==> src/rtl/frame_pkg.sv <==
// ---------------------------------------------------------------------------
// frame_pkg
// Shared definitions for the QVGA frame buffer: geometry constants used by
// both the camera write side (cam_fb_writer) and the VGA read side, the
// RGB565 pixel type, the capture FSM state encoding and the byte-pair to
// RGB565 packing helper.
// ---------------------------------------------------------------------------
package frame_pkg;

  localparam int H_RES    = 320;
  localparam int V_RES    = 240;
  localparam int FB_DEPTH = H_RES * V_RES;
  localparam int ADDR_W   = 17;

  typedef struct packed {
    logic [4:0] r;
    logic [5:0] g;
    logic [4:0] b;
  } rgb565_t;

  typedef enum logic [1:0] {
    IDLE   = 2'd0,
    SYNC   = 2'd1,
    ACTIVE = 2'd2
  } cap_state_e;

  // The camera sends R[4:0],G[5:3] first and G[2:0],B[4:0] second.
  function automatic rgb565_t rgb565_from_bytes(input logic [7:0] hi_byte,
                                                input logic [7:0] lo_byte);
    rgb565_t pix;
    pix.r = hi_byte[7:3];
    pix.g = {hi_byte[2:0], lo_byte[7:5]};
    pix.b = lo_byte[4:0];
    return pix;
  endfunction

endpackage

==> src/rtl/cam_pixel_assembler.sv <==
// ---------------------------------------------------------------------------
// cam_pixel_assembler
// Pairs consecutive camera bytes into RGB565 pixels. A phase bit tracks
// whether the current byte is the first (high) or second (low) byte of a
// pair; it is forced back to "first" at every href rising edge so a line
// always starts pair-aligned. pix_valid is combinational on the current
// (already registered) byte so the parent can register the write one clock
// later.
// Ports:
//   clk, reset     camera clock, synchronous active-high reset
//   href           registered HREF
//   href_rise      rising edge of the registered HREF
//   data           registered camera byte
//   pix_valid      current byte completes a pixel
//   pixel          assembled RGB565 pixel (valid with pix_valid)
// ---------------------------------------------------------------------------
module cam_pixel_assembler
  import frame_pkg::*;
(
  input  logic       clk,
  input  logic       reset,
  input  logic       href,
  input  logic       href_rise,
  input  logic [7:0] data,
  output logic       pix_valid,
  output rgb565_t    pixel
);

  logic       phase_r;
  logic [7:0] hi_byte_r;

  // Phase toggle and high-byte capture; the first byte of a line seeds the pair.
  always_ff @(posedge clk) begin
    if (reset) begin
      phase_r   <= 1'b0;
      hi_byte_r <= 8'd0;
    end else if (href_rise) begin
      phase_r   <= 1'b1;
      hi_byte_r <= data;
    end else if (href) begin
      phase_r <= ~phase_r;
      if (!phase_r) begin
        hi_byte_r <= data;
      end
    end else begin
      phase_r <= 1'b0;
    end
  end

  // A byte arriving on the href rising edge is always a first byte.
  assign pix_valid = href & phase_r & ~href_rise;
  assign pixel     = rgb565_from_bytes(hi_byte_r, data);

endmodule

==> src/rtl/cam_fb_writer.sv <==
// ---------------------------------------------------------------------------
// cam_fb_writer
// Camera capture writer for the QVGA frame buffer. Registers the camera
// VSYNC/HREF/byte stream once, assembles RGB565 pixels and issues one-cycle
// writes at y*H_RES + x. Frames are only captured from a clean VSYNC
// falling edge with cap_en high, so a reset mid-frame never produces a
// partial frame.
//
// Optional build macro CAM_DOWNSCALE_EN: the camera delivers 640x480 and
// only even raw pixels on even raw lines are stored at (raw >> 1).
//
// Ports:
//   clk         camera PCLK (also the frame buffer write clock)
//   reset       synchronous, active-high
//   vsync       camera VSYNC, high during inter-frame blanking
//   href        camera HREF, high while line bytes are valid
//   data        camera byte
//   cap_en      capture enable, sampled at frame start
//   we          write strobe, one cycle per stored pixel
//   wAddr       write address (holds when we = 0)
//   wData       RGB565 pixel {R,G,B} (holds when we = 0)
//   frame_done  one-cycle pulse at the end of a captured frame
//   busy        high while a frame is being captured
// ---------------------------------------------------------------------------
module cam_fb_writer #(
  parameter int H_RES  = frame_pkg::H_RES,
  parameter int V_RES  = frame_pkg::V_RES,
  parameter int ADDR_W = frame_pkg::ADDR_W
) (
  input  logic              clk,
  input  logic              reset,
  input  logic              vsync,
  input  logic              href,
  input  logic [7:0]        data,
  input  logic              cap_en,
  output logic              we,
  output logic [ADDR_W-1:0] wAddr,
  output logic [15:0]       wData,
  output logic              frame_done,
  output logic              busy
);

  localparam int X_CNT_W = 10;
`ifdef CAM_DOWNSCALE_EN
  localparam int Y_CNT_W = 10;
`else
  localparam int Y_CNT_W = 9;
`endif
  localparam logic [X_CNT_W-1:0] X_MAX = {X_CNT_W{1'b1}};
  localparam logic [Y_CNT_W-1:0] Y_MAX = {Y_CNT_W{1'b1}};
  localparam logic [X_CNT_W-1:0] X_ONE = {{(X_CNT_W-1){1'b0}}, 1'b1};
  localparam logic [Y_CNT_W-1:0] Y_ONE = {{(Y_CNT_W-1){1'b0}}, 1'b1};

  logic                 vsync_r;
  logic                 vsync_d_r;
  logic                 href_r;
  logic                 href_d_r;
  logic [7:0]           data_r;

  logic                 vsync_rise_s;
  logic                 vsync_fall_s;
  logic                 href_rise_s;
  logic                 href_fall_s;

  logic                 pix_valid_s;
  frame_pkg::rgb565_t   pixel_s;

  frame_pkg::cap_state_e state_r;
  logic [X_CNT_W-1:0]   x_cnt_r;
  logic [Y_CNT_W-1:0]   y_cnt_r;

  logic [X_CNT_W-1:0]   x_pos_s;
  logic [Y_CNT_W-1:0]   y_pos_s;
  logic                 keep_s;
  logic                 in_range_s;
  logic                 wr_s;
  logic [ADDR_W-1:0]    addr_s;

  // Single register stage on the camera pins plus delayed copies for edge detection.
  always_ff @(posedge clk) begin
    if (reset) begin
      vsync_r   <= 1'b0;
      vsync_d_r <= 1'b0;
      href_r    <= 1'b0;
      href_d_r  <= 1'b0;
      data_r    <= 8'd0;
    end else begin
      vsync_r   <= vsync;
      vsync_d_r <= vsync_r;
      href_r    <= href;
      href_d_r  <= href_r;
      data_r    <= data;
    end
  end

  assign vsync_rise_s =  vsync_r & ~vsync_d_r;
  assign vsync_fall_s = ~vsync_r &  vsync_d_r;
  assign href_rise_s  =  href_r  & ~href_d_r;
  assign href_fall_s  = ~href_r  &  href_d_r;

  cam_pixel_assembler u_asm (
    .clk       (clk),
    .reset     (reset),
    .href      (href_r),
    .href_rise (href_rise_s),
    .data      (data_r),
    .pix_valid (pix_valid_s),
    .pixel     (pixel_s)
  );

`ifdef CAM_DOWNSCALE_EN
  // Raw 640x480 coordinates: keep even pixels on even lines, store at half.
  assign x_pos_s = x_cnt_r >> 1;
  assign y_pos_s = y_cnt_r >> 1;
  assign keep_s  = ~x_cnt_r[0] & ~y_cnt_r[0];
`else
  assign x_pos_s = x_cnt_r;
  assign y_pos_s = y_cnt_r;
  assign keep_s  = 1'b1;
`endif

  // Surplus pixels/lines are dropped rather than wrapped into the buffer.
  assign in_range_s = (32'(x_pos_s) < 32'(H_RES)) && (32'(y_pos_s) < 32'(V_RES));
  assign addr_s     = ADDR_W'(32'(y_pos_s) * 32'(H_RES) + 32'(x_pos_s));

  // A VSYNC rise ends the frame at once, so a pixel completing alongside it is dropped.
  assign wr_s = (state_r == frame_pkg::ACTIVE) & pix_valid_s & keep_s & in_range_s
              & ~vsync_rise_s;

  // Capture FSM, pixel/line counters and the registered write port.
  always_ff @(posedge clk) begin
    if (reset) begin
      state_r    <= frame_pkg::IDLE;
      x_cnt_r    <= {X_CNT_W{1'b0}};
      y_cnt_r    <= {Y_CNT_W{1'b0}};
      we         <= 1'b0;
      wAddr      <= {ADDR_W{1'b0}};
      wData      <= 16'd0;
      frame_done <= 1'b0;
      busy       <= 1'b0;
    end else begin
      we         <= 1'b0;
      frame_done <= 1'b0;

      if (href_fall_s) begin
        x_cnt_r <= {X_CNT_W{1'b0}};
      end else if (pix_valid_s && (x_cnt_r != X_MAX)) begin
        x_cnt_r <= x_cnt_r + X_ONE;
      end

      if (wr_s) begin
        we    <= 1'b1;
        wAddr <= addr_s;
        wData <= pixel_s;
      end

      case (state_r)
        frame_pkg::IDLE: begin
          busy <= 1'b0;
          if (vsync_r) begin
            state_r <= frame_pkg::SYNC;
          end
        end
        frame_pkg::SYNC: begin
          busy <= 1'b0;
          if (vsync_fall_s) begin
            if (cap_en) begin
              state_r <= frame_pkg::ACTIVE;
              busy    <= 1'b1;
              x_cnt_r <= {X_CNT_W{1'b0}};
              y_cnt_r <= {Y_CNT_W{1'b0}};
            end else begin
              state_r <= frame_pkg::IDLE;
            end
          end
        end
        frame_pkg::ACTIVE: begin
          busy <= 1'b1;
          if (vsync_rise_s) begin
            frame_done <= 1'b1;
            busy       <= 1'b0;
            state_r    <= frame_pkg::SYNC;
          end else if (href_fall_s && (y_cnt_r != Y_MAX)) begin
            y_cnt_r <= y_cnt_r + Y_ONE;
          end
        end
        default: begin
          busy    <= 1'b0;
          state_r <= frame_pkg::IDLE;
        end
      endcase
    end
  end

endmodule

==> config.mk <==
export PLATFORM = sky130hd
export DESIGN_NAME = cam_fb_writer
export DESIGN_NICKNAME = d
export VERILOG_FILES = /design/src/rtl/frame_pkg.sv /design/src/rtl/cam_pixel_assembler.sv /design/src/rtl/cam_fb_writer.sv
export SDC_FILE = /design/constraint.sdc
export NUM_CORES = 1
export LEC_CHECK = 0
export CORE_ASPECT_RATIO = 1.25
export CORE_MARGIN = 2
export CORE_UTILIZATION = 55
export CTS_CLUSTER_SIZE = 40
export DETAILED_ROUTE_END_ITERATION = 6
export GPL_ROUTABILITY_DRIVEN = 0
export PLACE_DENSITY = 0.86
export SKIP_LAST_GASP = 1
export SYNTH_ARGS = -nofsm -noshare
export SYNTH_HDL_FRONTEND = slang
export SYNTH_HIERARCHICAL = 1
export SYNTH_SLANG_ARGS = --single-unit
==> constraint.sdc <==
create_clock -name clk -period 3.6 [get_ports clk]
set_clock_uncertainty 0.05 [all_clocks]
set_input_delay 0.72 -clock clk [delete_from_list [all_inputs] [get_ports clk]]
set_output_delay 0.72 -clock clk [all_outputs]
set_load 0.05 [all_outputs]
## Word level (Yosys, flattened, before mapping)

Cells that the tools add are included.

- Flip-flop bits (word level): 78
- Input bits: 13
- Output and inout bits: 36
- Logic and storage cells: 85

- Add/subtract/negate cells: 3
- Multiply operators: 1
- $lt $le $gt $ge: 2
- Equal/unequal tests: 11
- Muxes and demuxes: 26
- Bitwise gates (word level): 17
- Reductions and logical operators: 10

Operators with widths:

| kind | number |
|---|---|
| 10-bit two-way mux | 5 |
| 9-bit two-way mux | 4 |
| 8-bit two-way mux | 3 |
| 9-bit case mux with 2 select lines | 1 |
| 17-bit by 10-bit adder with 17-bit output | 1 |
| 9-bit by 3-bit multiplier with 11-bit output, second input constant | 1 |
| 10-bit by 1-bit adder with 10-bit output, second input constant | 1 |
| 10-bit by 9-bit less-than comparator with 1-bit output, second input constant | 1 |
| 10-bit != test, second input constant | 1 |
| 2-bit != test, second input constant | 5 |
| 9-bit by 1-bit adder with 9-bit output, second input constant | 1 |
| 1-bit AND | 9 |
| 9-bit by 8-bit less-than comparator with 1-bit output, second input constant | 1 |
| 9-bit != test, second input constant | 1 |
| 2-bit two-way mux | 4 |
| 1-bit inverter | 8 |
| 1-bit two-way mux | 7 |
| 2-bit case mux with 3 select lines | 1 |
| 5-bit AND reduction | 1 |
| 2-bit by 1-bit != test with 1-bit output, second input constant | 2 |
| 2-bit nonzero test | 2 |
| 1-bit logical AND | 3 |
| 3-bit AND reduction | 1 |
| 2-bit by 1-bit equality test with 1-bit output, second input constant | 1 |
| other kinds (5) | 5 |

## Logic depth before layout (Yosys ltp)

Gate-level depths: netlist (run 1).

- Depth after elaboration: 10
- Mapped depth: 10
- Mapped depth without buffers: 9

## Modules after synthesis

The synthesis (run 1) kept the hierarchy.

Modules (own cells, without submodules):

| module | instances | cells each | area each (µm²) | sequential area each (µm²) |
|---|---|---|---|---|
| cam_fb_writer | 1 | 371 | 3216.8 | 1381.3 |
| cam_pixel_assembler | 1 | 48 | 460.4 | 180.2 |

## Least setup slack after synthesis (run 1)

Ideal clock, no wire load.

- Path kind: register to register
- Start: register y_cnt_r[3]
- End: register wAddr[16]
- Arrival time: 2.432 ns
- Data required time: 3.464 ns
- Slack: 1.033 ns
- Cell stages (with the launch flop): 10
- Path buffers: 0
- Period minus slack after synthesis: 2.567 ns
- Cells stage by stage: dfxtp_1 ha_1 ha_1 fa_1 a21o_1 a21oi_1 xnor2_1 nand3_1 o311a_1 a211oi_1

- Cells in the longest elaborated chain, start to end: 4
- Elaborated cells between the ends (all ways): 6
- Classes of those cells: add/sub (1); mul (1); order compare (1); bitwise (2); reduce/logical (1)

RTL lines:

| what | line | source |
|---|---|---|
| start: declaration | cam_fb_writer.sv:70 | `logic [Y_CNT_W-1:0] y_cnt_r;` |
| start signal: assignment | cam_fb_writer.sv:135 | `y_cnt_r <= {Y_CNT_W{1'b0}};` |
| start signal: assignment | cam_fb_writer.sv:171 | `y_cnt_r <= {Y_CNT_W{1'b0}};` |
| start signal: assignment | cam_fb_writer.sv:184 | `y_cnt_r <= y_cnt_r + Y_ONE;` |
| parallel branches: the longest is 4 deep, another holds 17-bit by 10-bit adder with 17-bit output | -- |  |
| end signal: assignment | cam_fb_writer.sv:137 | `wAddr <= {ADDR_W{1'b0}};` |
| end signal: assignment | cam_fb_writer.sv:153 | `wAddr <= addr_s;` |
| end: declaration | cam_fb_writer.sv:37 | `output logic [ADDR_W-1:0] wAddr,` |

Parallel ways; which one is timed is not known.
A chain may end at the register's enable or synchronous reset.

## Final worst setup path (run 1)

Same ends and word-level chain as after synthesis.

==> impl_metrics.yaml, run 1 <==
run_status:
  outcome: "complete, no violations"
critical_path:
  crit_required_ns: 3.80
  worstPathMaxFanout: 6
  crit_path_start_kind: "flip-flop"
  reg2reg_depth: 9
  critical_path_class: "reg2reg"
  cp-end-kind: "flip-flop"
  startpoint: "y_cnt_r[3]$_SDFFE_PP0P_"
  crit_arrival_ns: 3.03
  reg2reg_from: "y_cnt_r[3]$_SDFFE_PP0P_"
clocking:
  clock-root-buffer: "clkbuf_8"
  post_cts_buffers: 0
  htree_levels: 3
  cts_sinks: 78
  insertion_delay_ns: 0.35
  cts_made_buffers: 9
  postCtsResizedCells: 0
  clk_path_buf_depth: 2
  cts_tree: "yes"
  clk_pin_slew_ns: 0.08
  hold_buffers: 0
die:
  row_count: 33
  coreArea_sq_um: 6520
  die_h_um: 95.4
  io-pin-count: 49
  start_util: 0.564
  die-area_sq_um: 7360
  dieWidth_um: 77.1
finish:
  fill_cells: 547
  multi_input_area_sq_um: 1950
  final_nets: 498
  synthToLayoutAreaGrowth_pct: 18.8
  diodes: 0
  final_util: 0.670
  drive_above_1_share: 0.0541
  regArea_sq_um: 1560
yosys:
  yosysUniqueCellTypes: 49
  synth-edff-count: 0
  synth_common_cells: "78 x dfxtp_1, 71 x nand2_1, 41 x a21oi_1, 29 x nor2_1, 25 x ha_1"
  ys_top_cells_by_area: "dfxtp_1 42%, ha_1 8.5%, nand2_1 7.2%, a21oi_1 5.6%, xor2_1 3.1%"
  ys.flop_type: "dfxtp_1"
  netlist.area_leader.share: 0.425
  syn_inst: 419
  synthesis.nets: 459
  synth_area_leader_cell: "dfxtp_1"
  synthArstFlopShare: 0
  postSynthAreaPerCell_sq_um: 8.78
  synth_most_common_cell: "dfxtp_1"
  synth.yosys.seq_area_share: 0.425
  ys_warn_count: 6
  ys_seq_elements: 78
  syn-cell-area_sq_um: 3680
placed_design:
  placement.io_buffers: 48
  place_hpwl_um: 5510
hold_path:
  hold_depth: 2
  hold_start: "wData[4]$_SDFFE_PP0P_"
  hp-class: "reg2reg"
timing:
  finalSetupTns_ns: 0
  slew_headroom: 0.531
  rsz0062_at_grt: "false"
  setup_viol: 0
  finalHoldViolCount: 0
  worst_pin_slew_ns: 0.704
  drv_slew: 0
  layout_min_cycle_time_ns: 2.83
  hold_ws_ns: 0.403
  max_freq_ghz: 0.353
  period_share: 0.786
routing:
  postRouteAntennaNets: 0
  wl_per_cell_um: 14.3
  vias_per_cell: 5.40
  drc: 0
  drt_iter0_markers: 163
  drtPass1Iterations: 5
  num_vias: 2967
  wl_um: 7860
power:
  p_leak_nw: 1.68
  power_per_cell_area_nw_per_um2: 399
  p_total_mw: 1.74
  vdd_drop_max_v: 0.000249
global_route:
  grt_pass1_vias: 2938
  grt_pass1_wl_um: 13200
  grt_util_all_layers: 0.225
  grt_start_max_net_pins: 41
  antenna_found_initial: 0
  globalRouteOverflowTotal: 0
flow_run:
  max-cap-violations: 0
==> layout make-up <==
class | count | share of cell area
Multi-Input combinational cell | 307 | 0.446
Sequential cell | 78 | 0.357
Timing Repair Buffer | 51 | 0.114
Clock buffer | 9 | 0.0283
Tap cell | 87 | 0.0249
Clock inverter | 6 | 0.0200
Inverter | 11 | 0.00945
==> per-stage QoR <==
stage	cell area [sq um]	cells	worst slack [ns]
after floorplan	3680	419	1.03
after global placement	4160	534	0.922
after detailed placement	4160	534	0.789
after CTS	4370	549	0.771
after global routing	4370	549	0.611
final	4370	549	0.769
==> state kept, by name, indices dropped and copies added (netlist names) <==
register / flops
frame_done: 1
vsync_d_r: 1
x_cnt_r: 10
state_r: 2
we: 1
u_asm/hi_byte_r: 8
u_asm/phase_r: 1
vsync_r: 1
busy: 1
wAddr: 17
href_d_r: 1
wData: 16
y_cnt_r: 9
href_r: 1
data_r: 8
==> layer usage <==
metal | track usage | vias to the layer above | share of wire
li1 | - | 1498 | -
met1 | 0.248 | 1376 | 0.41
met2 | 0.410 | 73 | 0.52
met3 | 0.0445 | 20 | 0.040
met4 | 0.115 | 0 | 0.031
met5 | 0 | - | 0
==> cell families (layout without fill, tap and decap cells) <==
logic type | after synthesis | in the layout | synth area share
AOI/OAI and AO/OA | 80 | 80 | 0.131
DFF | 78 | 78 | 0.425
muxes | 9 | 9 | 0.0245
xor gates and xnor gates | 25 | 25 | 0.0595
adders and majority gates | 27 | 27 | 0.0960
buffers and inverters | 34 | 77 | 0.0470
and+or+nand+nor | 166 | 166 | 0.217
==> report_power, final <==
group	internal, mW	switching, mW
clock	0.386	0.316
sequential	0.883	0.0158
combinational	0.0610	0.0824
total	1.33	0.414
==> worst paths after layout <==
check / endpoint / slack (ns)
min: wData[4]$_SDFFE_PP0P_ / 0.40
max: wAddr[16]$_SDFFE_PP0P_ / 0.77
max reg2reg: wAddr[16]$_SDFFE_PP0P_ / 0.77
min reg2reg: wData[4]$_SDFFE_PP0P_ / 0.40
==> critical path: stages, from the launching register on <==
cell,delay (ns)
dfxtp_1,0.43
ha_1,0.27
ha_1,0.23
fa_1,0.42
a21o_1,0.20
a21oi_1,0.18
xnor2_1,0.23
nand3_1,0.21
o311a_1,0.33
a211oi_1,0.19
==> cells in the final DEF (no fill, tap or decap), types with 4 or more instances in the layout <==
cell             count
nand4_1              7
nand2b_1            17
nor2_1              29
clkbuf_8             9
a21o_1               4
clkdlybuf4s50_1     47
a211oi_1             9
ha_1                25
a21oi_1             41
xor2_1              13
nor2b_1             16
mux2i_1              9
inv_1               10
nand3_1              6
or3_1                4
o21ai_0             11
xnor2_1             12
nand2_1             71
dfxtp_1             78
(Power assumes the default switching activity.)
==> run 2: changes to the inputs <==
- CORE_UTILIZATION: 55 -> 49
- PLACE_DENSITY: 0.86 -> 0.81
- clock period: 3.6 -> 2.4 ns (I/O delays scaled with it)
==> impl_metrics.yaml, run 2 (same netlist as run 1, synthesis figures left out) <==
clocking:
  clk_path_buf_depth: 2
  cts_tree: "yes"
  cts_sinks: 78
  clk_pin_slew_ns: 0.09
  cts_made_buffers: 9
  clock-root-buffer: "clkbuf_8"
  htree_levels: 3
  insertion_delay_ns: 0.35
finish:
  fin_area_sq_um: 4650
  final_nets: 512
  synthToLayoutAreaGrowth_pct: 26.4
  layout_commonest_cell: "dfxtp_1"
  largest_reg_flops: 17
  drive_above_1_share: 0.132
  reg_top3: "wAddr (17), wData (16), x_cnt_r (10)"
  fill_cells: 560
  final_cell_mix: "74 x dfxtp_1, 71 x nand2_1, 47 x clkdlybuf4s50_1"
  top_register: "wAddr"
  diodes: 0
flow_run:
  max-cap-violations: 0
timing:
  finalHoldViolCount: 0
  layout_min_cycle_time_ns: 2.41
  max_freq_ghz: 0.414
  period_share: 1.01
  setup_ws_ns: -0.0149
  rsz0062_at_grt: "true"
  drv_slew: 0
  worst_pin_slew_ns: 0.677
  slew_headroom: 0.549
  setup_viol: 2
global_route:
  antenna_found_initial: 0
  grt_util_all_layers: 0.209
  globalRouteOverflowTotal: 0
  grt_pass1_wl_um: 13200
  grt_pass1_vias: 3016
  grt_start_max_net_pins: 64
die:
  coreArea_sq_um: 7310
  io-pin-count: 49
  die-area_sq_um: 8220
  dieWidth_um: 81.5
  die_h_um: 101
  row_count: 35
  start_util: 0.503
critical_path:
  crit_arrival_ns: 2.59
  crit_required_ns: 2.58
  critical_path_class: "reg2reg"
  cp-end-kind: "flip-flop"
  reg2reg_depth: 10
  rrSetupSlack_ns: -0.01
  crit_path_start_kind: "flip-flop"
  r2r_end: "wAddr[16]$_SDFFE_PP0P_"
  startpoint: "y_cnt_r[3]$_SDFFE_PP0P_"
  reg2reg_from: "y_cnt_r[3]$_SDFFE_PP0P_"
  worstPathMaxFanout: 3
  crit_path_end: "wAddr[16]$_SDFFE_PP0P_"
hold_path:
  hp-class: "in2reg"
routing:
  vias_per_cell: 5.33
  wl_um: 8040
  wl_per_cell_um: 14.1
  postRouteAntennaNets: 0
  drc: 0
  drtPass1Iterations: 4
  drt_iter0_markers: 134
  num_vias: 3030
power:
  pwr-share-seq: 0.504
  sw_frac_of_total: 0.240
  switching_power_mw: 0.643
  combPwrFrac: 0.078
  p_total_mw: 2.68
  vdd_drop_max_v: 0.000444
  power_per_cell_area_nw_per_um2: 576
  p_leak_nw: 1.76
  p_int_mw: 2.04
  clockPowerShare: 0.418
placed_design:
  place_hpwl_um: 5490
  place_area_sq_um: 4290
  placement.io_buffers: 48
run_status:
  outcome: "complete, but fails checks"
  violations: "setup timing"
## run 2: cell count changes in the layout (fill, tap and decap cells not counted), moves of 4 or more
cell,previous run,this run
ha_4,0,5
dfxtp_2,0,4
buf_4,3,16
ha_1,25,19
dfxtp_1,78,74
## run 2: metrics by stage
stage	util	std cells	TNS (ns)	setup slack (ns)	hold slack [ns]
after CTS	0.634	570	-0.0417	-0.0417	0.357
final	0.635	569	-0.0153	-0.0149	0.356
after detailed placement	0.587	551	-0.237	-0.0917	0.398
after global routing	0.635	569	-0.346	-0.149	0.349
after floorplan	-	419	0	0.00184	0.382
after global placement	0.587	551	-0.0346	-0.0346	0.390
## run 2: final cells by class
cell class	instances	area, sq um	area share
timing repair buffer	65	616	0.132
sequential	78	1570	0.337
inverter	11	41.3	0.00889
clock inverter	6	92.6	0.0199
clock buffer	10	138	0.0296
multi-input combinational	307	2080	0.447
tap	92	115	0.0248
## run 2: repair_timing
action / CTS / global route
setup buffers: 3 / 0
pin swaps: 10 / 13
resized for setup: 15 / 4
hold buffers: 0 / 0
setup endpoints to repair: 4 / 4
## run 2: layer usage
layer / up-vias / GRT usage / wire length (um)
met5: - / 0 / 0
met4: 0 / 0.0952 / 235
met3: 17 / 0.0511 / 304
met2: 71 / 0.382 / 4190
met1: 1420 / 0.220 / 3310
li1: 1522 / - / -
## run 2: power by group through the flow
stage / clock network [mW] / registers (mW) / logic, mW
floorplan: 0 / 1.38 / 0.157
global route: 1.19 / 1.35 / 0.230
CTS: 1.13 / 1.35 / 0.210
global placement: 0 / 1.38 / 0.202
finish: 1.12 / 1.35 / 0.210
detailed placement: 0 / 1.38 / 0.209
## run 2: worst max-delay path: stages (launching register included)
cell      delay, ns
dfxtp_2        0.37
ha_4           0.21
ha_4           0.16
fa_2           0.42
a21o_1         0.20
a21oi_2        0.16
xnor2_2        0.15
nand3_2        0.13
buf_4          0.16
nor3_1         0.18
a211oi_2       0.10
## run 2: worst min path at each step
stage / from / end / cells after the start
after floorplan: u_asm/hi_byte_r[2]$_SDFFE_PP0P_ / wData[10]$_SDFFE_PP0P_ / 2
after global placement: u_asm/hi_byte_r[7]$_SDFFE_PP0P_ / wData[15]$_SDFFE_PP0P_ / 2
after detailed placement: wData[14]$_SDFFE_PP0P_ / wData[14]$_SDFFE_PP0P_ / 2
after CTS: reset / wAddr[10]$_SDFFE_PP0P_ / 2
after global routing: reset / wAddr[11]$_SDFFE_PP0P_ / 2
final: reset / wAddr[10]$_SDFFE_PP0P_ / 2
==> run 3: changes to the inputs <==
- CELL_PAD_IN_SITES_DETAIL_PLACEMENT: default -> 1
- CELL_PAD_IN_SITES_GLOBAL_PLACEMENT: default -> 1
- CORE_MARGIN: 2 -> default
- CORE_UTILIZATION: 49 -> 37
- clock period: 2.4 -> 2.2 ns (I/O delays scaled with it)
==> impl_metrics.yaml, run 3 (same netlist as run 1, synthesis figures left out) <==
global_route:
  grt_pass1_wl_um: 16100
  grt_start_max_net_pins: 40
  grt_pass1_vias: 3439
  globalRouteOverflowTotal: 0
  grt_util_all_layers: 0.198
  antenna_found_initial: 0
power:
  power_per_cell_area_nw_per_um2: 657
  p_total_mw: 3.28
  p_leak_nw: 1.94
  vdd_drop_max_v: 0.000284
finish:
  synthToLayoutAreaGrowth_pct: 35.9
  final_cells: 624
  layout_commonest_cell: "dfxtp_1"
  multi_input_area_sq_um: 2140
  reg_top3: "wAddr (17), wData (16), x_cnt_r (10)"
  diodes: 0
  final_nets: 533
  fill_cells: 1090
  regArea_sq_um: 1570
  top_register: "wAddr"
  largest_reg_flops: 17
  final_cell_mix: "74 x dfxtp_1, 70 x nand2_1, 47 x clkdlybuf4s50_1"
  final_util: 0.517
  drive_above_1_share: 0.191
  fin_area_sq_um: 5000
routing:
  drc: 0
  wl_um: 10100
  num_vias: 3196
  vias_per_cell: 5.12
  drtPass1Iterations: 4
  wl_per_cell_um: 16.2
  drt_iter0_markers: 98
  postRouteAntennaNets: 0
critical_path:
  cp_top_family: "adder cells"
  crit_path_start_kind: "flip-flop"
  crit_arrival_ns: 2.64
  worst_path_largest_cell_delay_ns: 0.42
  crit_required_ns: 2.41
  startpoint: "y_cnt_r[3]$_SDFFE_PP0P_"
  reg2reg_depth: 10
  critical_path_cell_count: 10
  crit_buf_inv: 1
  r2r_end: "wAddr[14]$_SDFFE_PP0P_"
  path_cells: "ha_4 -> ha_4 -> fa_2 -> a21o_1 -> a21oi_2 -> xnor2_2 -> nand3_2 -> buf_4 -> xnor2_2 -> a211oi_2"
  cp-end-kind: "flip-flop"
  crit_path_end: "wAddr[14]$_SDFFE_PP0P_"
  critical_path_class: "reg2reg"
  reg2reg_from: "y_cnt_r[3]$_SDFFE_PP0P_"
  crit_slowest_cell: "fa_2"
  worstPathMaxFanout: 3
  rrSetupSlack_ns: -0.23
timing:
  rsz0062_at_grt: "true"
  hold_ws_ns: 0.402
  slew_headroom: 0.519
  max_freq_ghz: 0.411
  drv_slew: 0
  setup_ws_ns: -0.231
  period_share: 1.10
  finalHoldViolCount: 0
  worst_pin_slew_ns: 0.721
  setup_viol: 5
  finalSetupTns_ns: -0.714
  layout_min_cycle_time_ns: 2.43
die:
  io-pin-count: 49
  die-area_sq_um: 10300
  coreArea_sq_um: 9660
  dieWidth_um: 91.2
  die_h_um: 113
  row_count: 40
  start_util: 0.381
run_status:
  violations: "setup timing"
  outcome: "complete, but fails checks"
placed_design:
  place_area_sq_um: 4540
  pre_cts_ws_ns: -0.268
  place_hpwl_um: 6790
  dp_cells: 607
  placement.io_buffers: 48
clocking:
  cts_sinks: 78
  clk_path_buf_depth: 2
  insertion_delay_ns: 0.34
  htree_levels: 3
  hold_buffers: 0
  cts_made_buffers: 9
  clk_pin_slew_ns: 0.06
  clock-root-buffer: "clkbuf_16"
  cts_tree: "yes"
hold_path:
  hp-class: "reg2reg"
  hold_start: "wData[1]$_SDFFE_PP0P_"
flow_run:
  max-cap-violations: 0
run 3: cell types whose count changed in the layout (fill, tap and decap cells not counted), sizes merged:
cell      change
buf          +21
bufinv        -1
clkbuf        -1
clkinvlp      +1
inv           +1
run 3: worst min-delay path, stage by stage, from the launching register on:
cell and delay, ns:
dfxtp_1 0.31, nand2_1 0.05, a21oi_1 0.05
run 3: cell type report:
class / instances / area share
multi-input combinational: 307 / 0.428
sequential: 78 / 0.314
timing repair buffer: 86 / 0.156
clock buffer: 9 / 0.0451
tap: 126 / 0.0316
clock inverter: 7 / 0.0163
inverter: 11 / 0.00826
run 3: repair_timing:
action,in CTS,in global routing
setup buffers,0,2
pin swaps,4,11
endpoints found under the setup margin,6,13
resized for setup,7,24
run 3: how the worst min path moves through the flow:
stage                             endpoint  slack [ns]  cells after the start
floorplan           wData[10]$_SDFFE_PP0P_        0.38                      2
global placement    wAddr[11]$_SDFFE_PP0P_        0.39                      2
detailed placement   wAddr[8]$_SDFFE_PP0P_        0.40                      2
CTS                  wData[1]$_SDFFE_PP0P_        0.41                      2
global route         wData[9]$_SDFFE_PP0P_        0.43                      2
finish               wData[1]$_SDFFE_PP0P_        0.40                      2
run 3: per-layer routing:
layer  vias to the layer above  part of all wire  global-route usage
li1                       1565                 -                   -
met1                      1557              0.42               0.214
met2                        55              0.52               0.369
met3                        19             0.026              0.0313
met4                         0             0.027               0.109
met5                         -                 0                   0
run 3: power breakdown:
group | internal (mW) | total (mW) | switching, mW
logic | 0.123 | 0.273 | 0.150
registers | 1.45 | 1.47 | 0.0253
clock network | 0.892 | 1.54 | 0.645
